<file path="config.mk">
export PLATFORM = sky130hd
export DESIGN_NAME = multisim_server_axi_pull_ctrl
export DESIGN_NICKNAME = d
export VERILOG_FILES = /design/src/rtl/multisim_axi_pkg.sv /design/src/rtl/multisim_fifo_fwft.sv /design/src/rtl/multisim_server_axi_pull_ctrl.sv
export SDC_FILE = /design/constraint.sdc
export NUM_CORES = 1
export LEC_CHECK = 0
export CAP_MARGIN = 20
export CORE_MARGIN = 4
export CORE_UTILIZATION = 53
export CTS_CLUSTER_DIAMETER = 80
export CTS_CLUSTER_SIZE = 25
export DETAILED_ROUTE_END_ITERATION = 16
export HOLD_SLACK_MARGIN = 0.15
export PLACE_DENSITY = 0.79
export RECOVER_POWER = 100
export SYNTH_ARGS = -nofsm -noshare
export SYNTH_HDL_FRONTEND = slang
export SYNTH_HIERARCHICAL = 1
export SYNTH_SLANG_ARGS = --single-unit
</file>
<file path="constraint.sdc">
create_clock -name clk -period 4.2 [get_ports clk]
set_input_delay 0.84 -clock clk [delete_from_list [all_inputs] [get_ports clk]]
set_output_delay 0.84 -clock clk [all_outputs]
set_load 0.05 [all_outputs]
</file>
<file path="src/rtl/multisim_axi_pkg.sv">
// Shared constants and helpers for the multisim AXI pull-side flow-control slice.
package multisim_axi_pkg;

    localparam int unsigned FIFO_DEPTH_DEFAULT      = 4;
    localparam int unsigned MAX_OUTSTANDING_DEFAULT = 8;

    // Width of a counter able to hold the values 0..n inclusive.
    function automatic int unsigned cnt_width(input int unsigned n);
        return $clog2(n + 1);
    endfunction

endpackage

</file>
<file path="src/rtl/multisim_fifo_fwft.sv">
// First-word-fall-through FIFO with extra wrap bit on the pointers.
// Head data is visible on data_o whenever empty_o is low.
module multisim_fifo_fwft #(
    parameter int unsigned DATA_WIDTH = 8,
    parameter int unsigned DEPTH      = 4
) (
    input  logic                  clk,
    input  logic                  rst,
    input  logic                  push_i,
    input  logic [DATA_WIDTH-1:0] data_i,
    output logic                  full_o,
    input  logic                  pop_i,
    output logic                  empty_o,
    output logic [DATA_WIDTH-1:0] data_o
);

    localparam int unsigned AW = $clog2(DEPTH);
    localparam int unsigned PW = AW + 1;

    logic [DATA_WIDTH-1:0] mem_q [DEPTH];
    logic [AW:0]           wr_ptr_q, wr_ptr_d;
    logic [AW:0]           rd_ptr_q, rd_ptr_d;
    logic                  do_push, do_pop;

    assign empty_o = (wr_ptr_q == rd_ptr_q);
    assign full_o  = (wr_ptr_q[AW] != rd_ptr_q[AW]) &&
                     (wr_ptr_q[AW-1:0] == rd_ptr_q[AW-1:0]);
    assign data_o  = mem_q[rd_ptr_q[AW-1:0]];

    // A pop at full frees the slot the same cycle, so a concurrent push is safe.
    assign do_pop  = pop_i && !empty_o;
    assign do_push = push_i && (!full_o || do_pop);

    // Next-state pointer arithmetic, wrapping naturally through the extra bit.
    always_comb begin
        wr_ptr_d = wr_ptr_q;
        rd_ptr_d = rd_ptr_q;
        if (do_push) wr_ptr_d = wr_ptr_q + PW'(1);
        if (do_pop)  rd_ptr_d = rd_ptr_q + PW'(1);
    end

    // Pointer registers, flushed on reset.
    always_ff @(posedge clk) begin
        if (rst) begin
            wr_ptr_q <= '0;
            rd_ptr_q <= '0;
        end else begin
            wr_ptr_q <= wr_ptr_d;
            rd_ptr_q <= rd_ptr_d;
        end
    end

    // Storage write; contents need no reset since the pointers gate visibility.
    always_ff @(posedge clk) begin
        if (do_push) mem_q[wr_ptr_q[AW-1:0]] <= data_i;
    end

endmodule

</file>
<file path="src/rtl/multisim_server_axi_pull_ctrl.sv">
// Flow-control stage between multisim pull/push servers and an AXI manager port.
// AW/W/AR are buffered in FWFT FIFOs; AW and AR issue is limited by the number
// of outstanding bursts. B and R pass straight through.
// Optional stall statistics: define MULTISIM_SERVER_AXI_PULL_CTRL_STATS_EN.
module multisim_server_axi_pull_ctrl
    import multisim_axi_pkg::*;
#(
    parameter type         axi_aw_t           = logic [31:0],
    parameter type         axi_w_t            = logic [31:0],
    parameter type         axi_b_t            = logic [1:0],
    parameter type         axi_ar_t           = logic [31:0],
    parameter type         axi_r_t            = logic [33:0],
    parameter int unsigned FIFO_DEPTH         = FIFO_DEPTH_DEFAULT,
    parameter int unsigned MAX_WR_OUTSTANDING = MAX_OUTSTANDING_DEFAULT,
    parameter int unsigned MAX_RD_OUTSTANDING = MAX_OUTSTANDING_DEFAULT
) (
    input  logic    clk,
    input  logic    rst,
    input  axi_aw_t s_aw,
    input  logic    s_awvalid,
    output logic    s_awready,
    input  axi_w_t  s_w,
    input  logic    s_wvalid,
    output logic    s_wready,
    input  axi_ar_t s_ar,
    input  logic    s_arvalid,
    output logic    s_arready,
    output axi_b_t  s_b,
    output logic    s_bvalid,
    input  logic    s_bready,
    output axi_r_t  s_r,
    output logic    s_rvalid,
    input  logic    s_rready,
    output axi_aw_t o_axi_m_aw,
    output logic    o_axi_m_awvalid,
    input  logic    i_axi_m_awready,
    output axi_w_t  o_axi_m_w,
    output logic    o_axi_m_wvalid,
    input  logic    i_axi_m_wready,
    output axi_ar_t o_axi_m_ar,
    output logic    o_axi_m_arvalid,
    input  logic    i_axi_m_arready,
    input  axi_b_t  i_axi_m_b,
    input  logic    i_axi_m_bvalid,
    output logic    o_axi_m_bready,
    input  axi_r_t  i_axi_m_r,
    input  logic    i_axi_m_rvalid,
    output logic    o_axi_m_rready,
    input  logic    i_axi_m_rlast,
    output logic [cnt_width(MAX_WR_OUTSTANDING)-1:0] o_wr_outstanding,
    output logic [cnt_width(MAX_RD_OUTSTANDING)-1:0] o_rd_outstanding,
    output logic    o_idle,
    output logic    o_err
`ifdef MULTISIM_SERVER_AXI_PULL_CTRL_STATS_EN
   ,output logic [31:0] o_aw_stall_cycles,
    output logic [31:0] o_ar_stall_cycles
`endif
);

    localparam int unsigned WCW = cnt_width(MAX_WR_OUTSTANDING);
    localparam int unsigned RCW = cnt_width(MAX_RD_OUTSTANDING);
    localparam logic [WCW-1:0] WR_MAX = WCW'(MAX_WR_OUTSTANDING);
    localparam logic [RCW-1:0] RD_MAX = RCW'(MAX_RD_OUTSTANDING);

    logic    aw_full, aw_empty, w_full, w_empty, ar_full, ar_empty;
    axi_aw_t aw_head;
    axi_w_t  w_head;
    axi_ar_t ar_head;
    logic    aw_hs, w_hs, ar_hs, b_hs, r_last_hs;
    logic    aw_gate, ar_gate;
    logic    aw_hold_q, aw_hold_d, ar_hold_q, ar_hold_d;
    logic [WCW-1:0] wr_cnt_q, wr_cnt_d;
    logic [RCW-1:0] rd_cnt_q, rd_cnt_d;
    logic    err_q, err_d;

    multisim_fifo_fwft #(.DATA_WIDTH($bits(axi_aw_t)), .DEPTH(FIFO_DEPTH)) u_aw_fifo (
        .clk(clk), .rst(rst),
        .push_i(s_awvalid && s_awready), .data_i(s_aw), .full_o(aw_full),
        .pop_i(aw_hs), .empty_o(aw_empty), .data_o(aw_head)
    );

    multisim_fifo_fwft #(.DATA_WIDTH($bits(axi_w_t)), .DEPTH(FIFO_DEPTH)) u_w_fifo (
        .clk(clk), .rst(rst),
        .push_i(s_wvalid && s_wready), .data_i(s_w), .full_o(w_full),
        .pop_i(w_hs), .empty_o(w_empty), .data_o(w_head)
    );

    multisim_fifo_fwft #(.DATA_WIDTH($bits(axi_ar_t)), .DEPTH(FIFO_DEPTH)) u_ar_fifo (
        .clk(clk), .rst(rst),
        .push_i(s_arvalid && s_arready), .data_i(s_ar), .full_o(ar_full),
        .pop_i(ar_hs), .empty_o(ar_empty), .data_o(ar_head)
    );

    // Upstream readiness and response pass-through, all forced low during reset.
    always_comb begin
        s_awready      = !rst && !aw_full;
        s_wready       = !rst && !w_full;
        s_arready      = !rst && !ar_full;
        s_b            = rst ? '0 : i_axi_m_b;
        s_bvalid       = !rst && i_axi_m_bvalid;
        o_axi_m_bready = !rst && s_bready;
        s_r            = rst ? '0 : i_axi_m_r;
        s_rvalid       = !rst && i_axi_m_rvalid;
        o_axi_m_rready = !rst && s_rready;
    end

    assign b_hs      = i_axi_m_bvalid && o_axi_m_bready;
    assign r_last_hs = i_axi_m_rvalid && o_axi_m_rready && i_axi_m_rlast;

    // A returning response frees its slot in the same cycle it arrives.
    assign aw_gate = (wr_cnt_q < WR_MAX) || b_hs;
    assign ar_gate = (rd_cnt_q < RD_MAX) || r_last_hs;

    // Downstream request channels; the hold flag keeps an asserted valid up
    // until accepted even if the gate closes meanwhile.
    always_comb begin
        o_axi_m_aw      = aw_head;
        o_axi_m_awvalid = !rst && !aw_empty && (aw_hold_q || aw_gate);
        o_axi_m_w       = w_head;
        o_axi_m_wvalid  = !rst && !w_empty;
        o_axi_m_ar      = ar_head;
        o_axi_m_arvalid = !rst && !ar_empty && (ar_hold_q || ar_gate);
    end

    assign aw_hs = o_axi_m_awvalid && i_axi_m_awready;
    assign w_hs  = o_axi_m_wvalid && i_axi_m_wready;
    assign ar_hs = o_axi_m_arvalid && i_axi_m_arready;

    // Outstanding counters, hold flags and sticky error next-state.
    always_comb begin
        aw_hold_d = o_axi_m_awvalid && !i_axi_m_awready;
        ar_hold_d = o_axi_m_arvalid && !i_axi_m_arready;

        wr_cnt_d = wr_cnt_q;
        if (aw_hs && !b_hs)
            wr_cnt_d = wr_cnt_q + WCW'(1);
        else if (!aw_hs && b_hs && (wr_cnt_q != '0))
            wr_cnt_d = wr_cnt_q - WCW'(1);

        rd_cnt_d = rd_cnt_q;
        if (ar_hs && !r_last_hs)
            rd_cnt_d = rd_cnt_q + RCW'(1);
        else if (!ar_hs && r_last_hs && (rd_cnt_q != '0))
            rd_cnt_d = rd_cnt_q - RCW'(1);

        err_d = err_q || (b_hs && (wr_cnt_q == '0)) || (r_last_hs && (rd_cnt_q == '0));
    end

    // Control state registers.
    always_ff @(posedge clk) begin
        if (rst) begin
            aw_hold_q <= 1'b0;
            ar_hold_q <= 1'b0;
            wr_cnt_q  <= '0;
            rd_cnt_q  <= '0;
            err_q     <= 1'b0;
        end else begin
            aw_hold_q <= aw_hold_d;
            ar_hold_q <= ar_hold_d;
            wr_cnt_q  <= wr_cnt_d;
            rd_cnt_q  <= rd_cnt_d;
            err_q     <= err_d;
        end
    end

    assign o_wr_outstanding = wr_cnt_q;
    assign o_rd_outstanding = rd_cnt_q;
    assign o_err            = err_q;
    assign o_idle           = rst || (aw_empty && w_empty && ar_empty &&
                                      (wr_cnt_q == '0) && (rd_cnt_q == '0));

`ifdef MULTISIM_SERVER_AXI_PULL_CTRL_STATS_EN
    logic        aw_stall, ar_stall;
    logic [31:0] aw_stall_q, ar_stall_q;

    // With no reset asserted, a queued request that is not valid is blocked by the limit.
    assign aw_stall = !rst && !aw_empty && !o_axi_m_awvalid;
    assign ar_stall = !rst && !ar_empty && !o_axi_m_arvalid;

    // Saturating stall-cycle counters.
    always_ff @(posedge clk) begin
        if (rst) begin
            aw_stall_q <= '0;
            ar_stall_q <= '0;
        end else begin
            if (aw_stall && (aw_stall_q != '1)) aw_stall_q <= aw_stall_q + 32'd1;
            if (ar_stall && (ar_stall_q != '1)) ar_stall_q <= ar_stall_q + 32'd1;
        end
    end

    assign o_aw_stall_cycles = aw_stall_q;
    assign o_ar_stall_cycles = ar_stall_q;
`else
    // Stall statistics are not built in this configuration.
`endif

endmodule

</file>
==> results.sh, run 1 <==
export IMPL_outcome="completed"
export IMPL_htree_levels=1
export IMPL_synthDominantCellAreaShare=0.698
export IMPL_path_clk_slew_ps=70
export IMPL_die_area_um2=34100
export IMPL_criticalPathCategory="input pin to primary output"
export IMPL_vias_per_cell=5.47
export IMPL_synth_edff_count=384
export IMPL_seq_power_share=0.562
export IMPL_dr_total_vias=8367
export IMPL_die_w_um=185
export IMPL_start_util=0.539
export IMPL_grt_pass1_wl_um=49800
export IMPL_synth_area_leaders="edfxtp_1 (70%), mux4_2 (13%), dfxtp_1 (4.2%), nor2b_1 (2.0%), ha_1 (1.4%)"
export IMPL_syn_inst=802
export IMPL_ff2ff_setup_slack_ps=690
export IMPL_num_rows=64
export IMPL_synthTopCellsByCount="edfxtp_1 (384), mux4_2 (96), nor2b_1 (53)"
export IMPL_grt_start_max_net_pins=33
export IMPL_r2r_end="u_aw_fifo/mem_q[0][27]"
export IMPL_post_cts_setup_buffers=0
export IMPL_hp_class="flip-flop to flip-flop"
export IMPL_area_delta_synth_final_pct=24.7
export IMPL_p_leak_uw=0.00672
export IMPL_switchingPower_uw=2220
export IMPL_setup_viol=0
export IMPL_period_needed_ps=3920
export IMPL_io_buffer_count=296
export IMPL_clock_skew_ps=24.1
export IMPL_wl_per_cell_um=21.4
export IMPL_drt_pre_antenna_iters=4
export IMPL_grt_overflow=0
export IMPL_critical_path_max_fanout=30
export IMPL_timing_fmax_ghz=0.255
export IMPL_synthFlopType="edfxtp_1"
export IMPL_first_global_vias=8752
export IMPL_grtUsageTotal=0.191
export IMPL_ant_nets=0
export IMPL_cts_buffers=22
export IMPL_p_int_uw=6280
export IMPL_critPathLaunchType="input pin"
export IMPL_clock_path_buffers=3
export IMPL_dp_hpwl_um=22000
export IMPL_io_pins=297
export IMPL_min_from="o_wr_outstanding[2]"
export IMPL_yosysSeqAreaShare=0.740
export IMPL_synth_most_common_cell="edfxtp_1"
export IMPL_ctsHoldBuffers=0
export IMPL_drive_gt1_frac=0.144
export IMPL_ys_types=53
export IMPL_yosysTopAreaCell="edfxtp_1"
export IMPL_antenna_found_initial=6
export IMPL_num_fill_cells=2030
export IMPL_async_reset_ff_frac=0
export IMPL_post_route_period_util=0.934
export IMPL_synth_seq_cells=419
export IMPL_clkPwrFrac=0.272
export IMPL_path_cells="clkbuf_1 -> clkbuf_2 -> nor2b_1 -> dlygate4sd3_1"
export IMPL_clk_latency_ps=530
export IMPL_gp_congestion=0.843
export IMPL_drtIter0Drc=630
export IMPL_tritoncts="yes"
export IMPL_arrival_ps=3080
export IMPL_holdPathEnd="o_wr_outstanding[2]"
export IMPL_postLayoutCoreUtil=0.672
export IMPL_required_ps=3360
export IMPL_timing_rr_start="u_aw_fifo/wr_ptr_q[0]"
export IMPL_p_comb_frac=0.166
export IMPL_ir_drop_v=0.000306
export IMPL_synth_avg_cell_area_um2=20.6
export IMPL_nNetsFinal=1280
export IMPL_slew_violations=0
export IMPL_tns_ps=0
export IMPL_synth_warnings=6
export IMPL_routed_wl_um=32700
export IMPL_critPathSlowestCell="clkbuf_1"
export IMPL_synth_area_um2=16500
export IMPL_ctsRootBufferMaster="clkbuf_16"
export IMPL_hold_violations=0
export IMPL_synth_nets=968
export IMPL_die_y_um=185
export IMPL_worst_slack_ps=277
export IMPL_slowest_delay_ps=810
export IMPL_cts_sinks=419
export IMPL_end_kind="primary output"
export IMPL_max_cap_viol_count=0
export IMPL_slew_limit_headroom=0.135
export IMPL_swShare=0.261
export IMPL_worst_slew_pin_slew_ps=1300
export IMPL_place_ws_ps=693
export IMPL_cts_resized=0
export IMPL_power_density_nw_per_um2=412
export IMPL_min_path_cells=2
export IMPL_rr_worst_depth=9
export IMPL_coreArea_um2=30700
export IMPL_rsz0062_at_grt="no"
export IMPL_route_detailed_drc=0
[sequential cells by signal (all words and copies together) (netlist names), named ones only]
name and cells:
u_ar_fifo/mem_q 128, u_aw_fifo/mem_q 128, u_w_fifo/mem_q 128, o_rd_outstanding 4, o_wr_outstanding 4, u_ar_fifo/rd_ptr_q 3, u_ar_fifo/wr_ptr_q 3, u_aw_fifo/rd_ptr_q 3
u_aw_fifo/wr_ptr_q 3, u_w_fifo/rd_ptr_q 3, u_w_fifo/wr_ptr_q 3, ar_hold_q 1, aw_hold_q 1, o_err 1
[cell usage in the layout, fill, tap and decap left out, types with 11 or more instances in the layout]
cell	netlist	routed
edfxtp_1	384	384
dlygate4sd3_1	0	245
mux4_2	96	96
nor2b_1	53	53
clkdlybuf4s50_1	0	50
dfxtp_1	35	32
nor2_1	25	25
clkbuf_16	0	23
ha_1	19	19
inv_1	13	16
clkbuf_1	12	15
nand2b_1	12	12
clkbuf_2	0	12
and2_0	0	11
[power by group through the flow]
stage          clock, µW  combinational, µW  sequential [µW]
2_1_floorplan          0                866             4930
3_3_place_gp           0               1490             4870
3_5_place_dp           0               1510             4880
4_1_cts             2390               1520             4780
5_1_grt             2560               1500             4800
6_report            2310               1410             4780
[cells by family after synthesis]
| kind of cell | synth area share |
|---|---|
| flops | 0.740 |
| mux | 0.146 |
| xor+xnor | 0.0115 |
| simple gates | 0.0538 |
| buf+inv | 0.0127 |
| compound gates | 0.0191 |
| fa+ha+maj | 0.0168 |
[how the worst max path moves through the flow]
stage,from,end,slack (ps)
floorplan,rst,u_ar_fifo/wr_ptr_q[2],30
global placement,i_axi_m_rvalid,o_axi_m_arvalid,710
detailed placement,i_axi_m_rvalid,o_axi_m_arvalid,690
CTS,u_ar_fifo/wr_ptr_q[1],o_idle,360
global route,rst,s_r[16],120
finish,rst,s_r[0],280
[critical path: cells and delay by family]
family	cells	cell delay, ps
and+or+nand+nor	1	100
buffers and inverters	3	2130
[per-layer routing]
| metal | GRT usage | up-vias | part of all wire | routed length (µm) |
|---|---|---|---|---|
| met5 | 0 | - | 0.0011 | 36 |
| met3 | 0.0444 | 33 | 0.071 | 2320 |
| met2 | 0.331 | 270 | 0.51 | 16800 |
| met1 | 0.252 | 4211 | 0.40 | 13100 |
| met4 | 0.0334 | 8 | 0.016 | 509 |
| li1 | - | 3845 | - | - |
[final cells by class]
type | instances | area [µm²] | area share
flip-flops and latches | 419 | 12200 | 0.593
multi-input cells | 336 | 4030 | 0.195
repair buffers | 318 | 3100 | 0.150
clock buffers | 35 | 621 | 0.0301
well taps | 396 | 495 | 0.0240
clock inverters | 5 | 66.3 | 0.00322
inverters | 17 | 63.8 | 0.00309
diodes | 4 | 10.0 | 0.000485
[stage by stage]
stage / instance area, µm² / power (µW) / hold WS, ps / cells
floorplan: 16600 / 5800 / 513 / 802
global placement: 20100 / 6360 / 505 / 1486
detailed placement: 20100 / 6390 / 530 / 1486
CTS: 20800 / 8690 / 545 / 1526
global route: 20600 / 8860 / 566 / 1527
finish: 20600 / 8500 / 536 / 1530
Note: power is estimated with default switching activity, not from simulation.
==> inputs of run 2 (changes only) <==
- GPL_ROUTABILITY_DRIVEN: unset -> 1
==> results of run 2 <==
Same layout as run 1: the final DEF is identical, and so are final timing and power.
==> inputs of run 3 (changes only) <==
- CORE_ASPECT_RATIO: unset -> 1.75
==> results.sh, run 3 (same netlist as run 1, synthesis figures left out) <==
export IMPL_timing_fmax_ghz=0.262
export IMPL_ctsRootBufferMaster="clkbuf_16"
export IMPL_worst_slew_pin_slew_ps=1180
export IMPL_critical_path_max_fanout=6
export IMPL_r2r_end="u_aw_fifo/mem_q[3][16]"
export IMPL_htree_levels=1
export IMPL_setup_viol=0
export IMPL_gp_congestion=0.761
export IMPL_first_global_vias=8966
export IMPL_wl_per_cell_um=21.4
export IMPL_coreArea_um2=30700
export IMPL_ctsHoldBuffers=0
export IMPL_placed_area_um2=20100
export IMPL_ir_drop_v=0.000583
export IMPL_end_kind="primary output"
export IMPL_clock_skew_ps=16.0
export IMPL_period_needed_ps=3820
export IMPL_p_leak_uw=0.00669
export IMPL_grt_pass1_wl_um=50800
export IMPL_fin_area_um2=20600
export IMPL_critPathLaunchType="flip-flop"
export IMPL_ff2ff_setup_slack_ps=670
export IMPL_vias_per_cell=5.49
export IMPL_place_ws_ps=605
export IMPL_slew_violations=0
export IMPL_drive_gt1_frac=0.144
export IMPL_die_w_um=141
export IMPL_power_density_nw_per_um2=404
export IMPL_antenna_found_initial=6
export IMPL_die_area_um2=34200
export IMPL_hold_ws_ps=539
export IMPL_dr_total_vias=8390
export IMPL_min_path_cells=1
export IMPL_worst_slack_ps=376
export IMPL_route_detailed_drc=0
export IMPL_hold_violations=0
export IMPL_drt_pre_antenna_iters=4
export IMPL_num_fill_cells=2077
export IMPL_nNetsFinal=1281
export IMPL_criticalPathCategory="flip-flop to primary output"
export IMPL_clock_path_buffers=3
export IMPL_io_buffer_count=296
export IMPL_cts_resized=0
export IMPL_area_delta_synth_final_pct=24.4
export IMPL_clk_latency_ps=530
export IMPL_cts_sinks=419
export IMPL_tns_ps=0
export IMPL_outcome="completed"
export IMPL_grt_start_max_net_pins=40
export IMPL_mostFrequentLayoutCells="edfxtp_1 (384), dlygate4sd3_1 (247), mux4_2 (96)"
export IMPL_rr_worst_depth=8
export IMPL_timing_rr_start="u_aw_fifo/wr_ptr_q[1]"
export IMPL_required_ps=3360
export IMPL_dp_hpwl_um=22500
export IMPL_layout_commonest_cell="edfxtp_1"
export IMPL_slew_limit_headroom=0.200
export IMPL_arrival_ps=2980
export IMPL_io_pins=297
export IMPL_hp_class="flip-flop to flip-flop"
export IMPL_drtIter0Drc=415
export IMPL_grtUsageTotal=0.192
export IMPL_die_y_um=242
export IMPL_postLayoutCoreUtil=0.669
export IMPL_max_cap_viol_count=0
export IMPL_cts_buffers=20
export IMPL_ant_nets=0
export IMPL_min_from="o_rd_outstanding[3]"
export IMPL_holdPathEnd="o_rd_outstanding[3]"
export IMPL_grt_overflow=0
export IMPL_post_cts_setup_buffers=0
export IMPL_num_rows=85
export IMPL_rsz0062_at_grt="no"
export IMPL_tritoncts="yes"
export IMPL_post_route_period_util=0.910
export IMPL_path_clk_slew_ps=100
export IMPL_routed_wl_um=32700
export IMPL_start_util=0.538
-- run 3: cell count changes in the layout (fill, tap and decap cells not counted), moves of 2 or more --
cell	previous run	this run
buf_4	5	8
clkbuf_16	23	20
clkbuf_2	12	14
clkbuf_4	2	0
clkdlybuf4s50_1	50	48
diode_2	4	7
dlygate4sd3_1	245	247
-- run 3: through the flow --
stage / cells / total power (µW)
after floorplan: 802 / 5800
after global placement: 1484 / 6390
after detailed placement: 1484 / 6420
after CTS: 1520 / 8480
after global routing: 1524 / 8650
final: 1527 / 8300
-- run 3: cell type report --
type / count / area (µm²) / area share
Sequential cell: 419 / 12200 / 0.595
Multi-Input combinational cell: 336 / 4050 / 0.197
Timing Repair Buffer: 321 / 3130 / 0.152
Clock buffer: 34 / 553 / 0.0269
Tap cell: 391 / 489 / 0.0238
Inverter: 17 / 63.8 / 0.00310
Clock inverter: 2 / 25.0 / 0.00122
Antenna cell: 7 / 17.5 / 0.000852
-- run 3: routing by layer --
layer,global-route usage,part of all wire,wire length (µm)
met4,0.0562,0.028,917
met1,0.237,0.37,12000
met2,0.345,0.55,18000
met3,0.0336,0.055,1790
met5,0,0,0
-- run 3: worst max path at each step --
stage                                from                    end  slack [ps]  cells after the start
finish              u_ar_fifo/wr_ptr_q[0]                 o_idle         380                      6
global route        u_ar_fifo/wr_ptr_q[0]                 o_idle         160                      6
CTS                  u_w_fifo/wr_ptr_q[1]                 o_idle         350                      6
detailed placement         i_axi_m_rvalid        o_axi_m_arvalid         610                      4
global placement           i_axi_m_rvalid        o_axi_m_arvalid         660                      4
floorplan                             rst  u_ar_fifo/wr_ptr_q[2]          30                      6
-- run 3: critical path, stage by stage, from the launching register on --
cell	delay, ps
dfxtp_1	370
xnor2_1	530
nand2_1	150
nor2_1	250
and3_1	200
a31o_2	150
clkdlybuf4s50_1	810
-- run 3: power by group --
group / switching, µW / leakage, µW / internal, µW
Combinational: 899 / 0.00265 / 540
Sequential: 80.2 / 0.00377 / 4700
Clock: 1160 / 0.000274 / 918
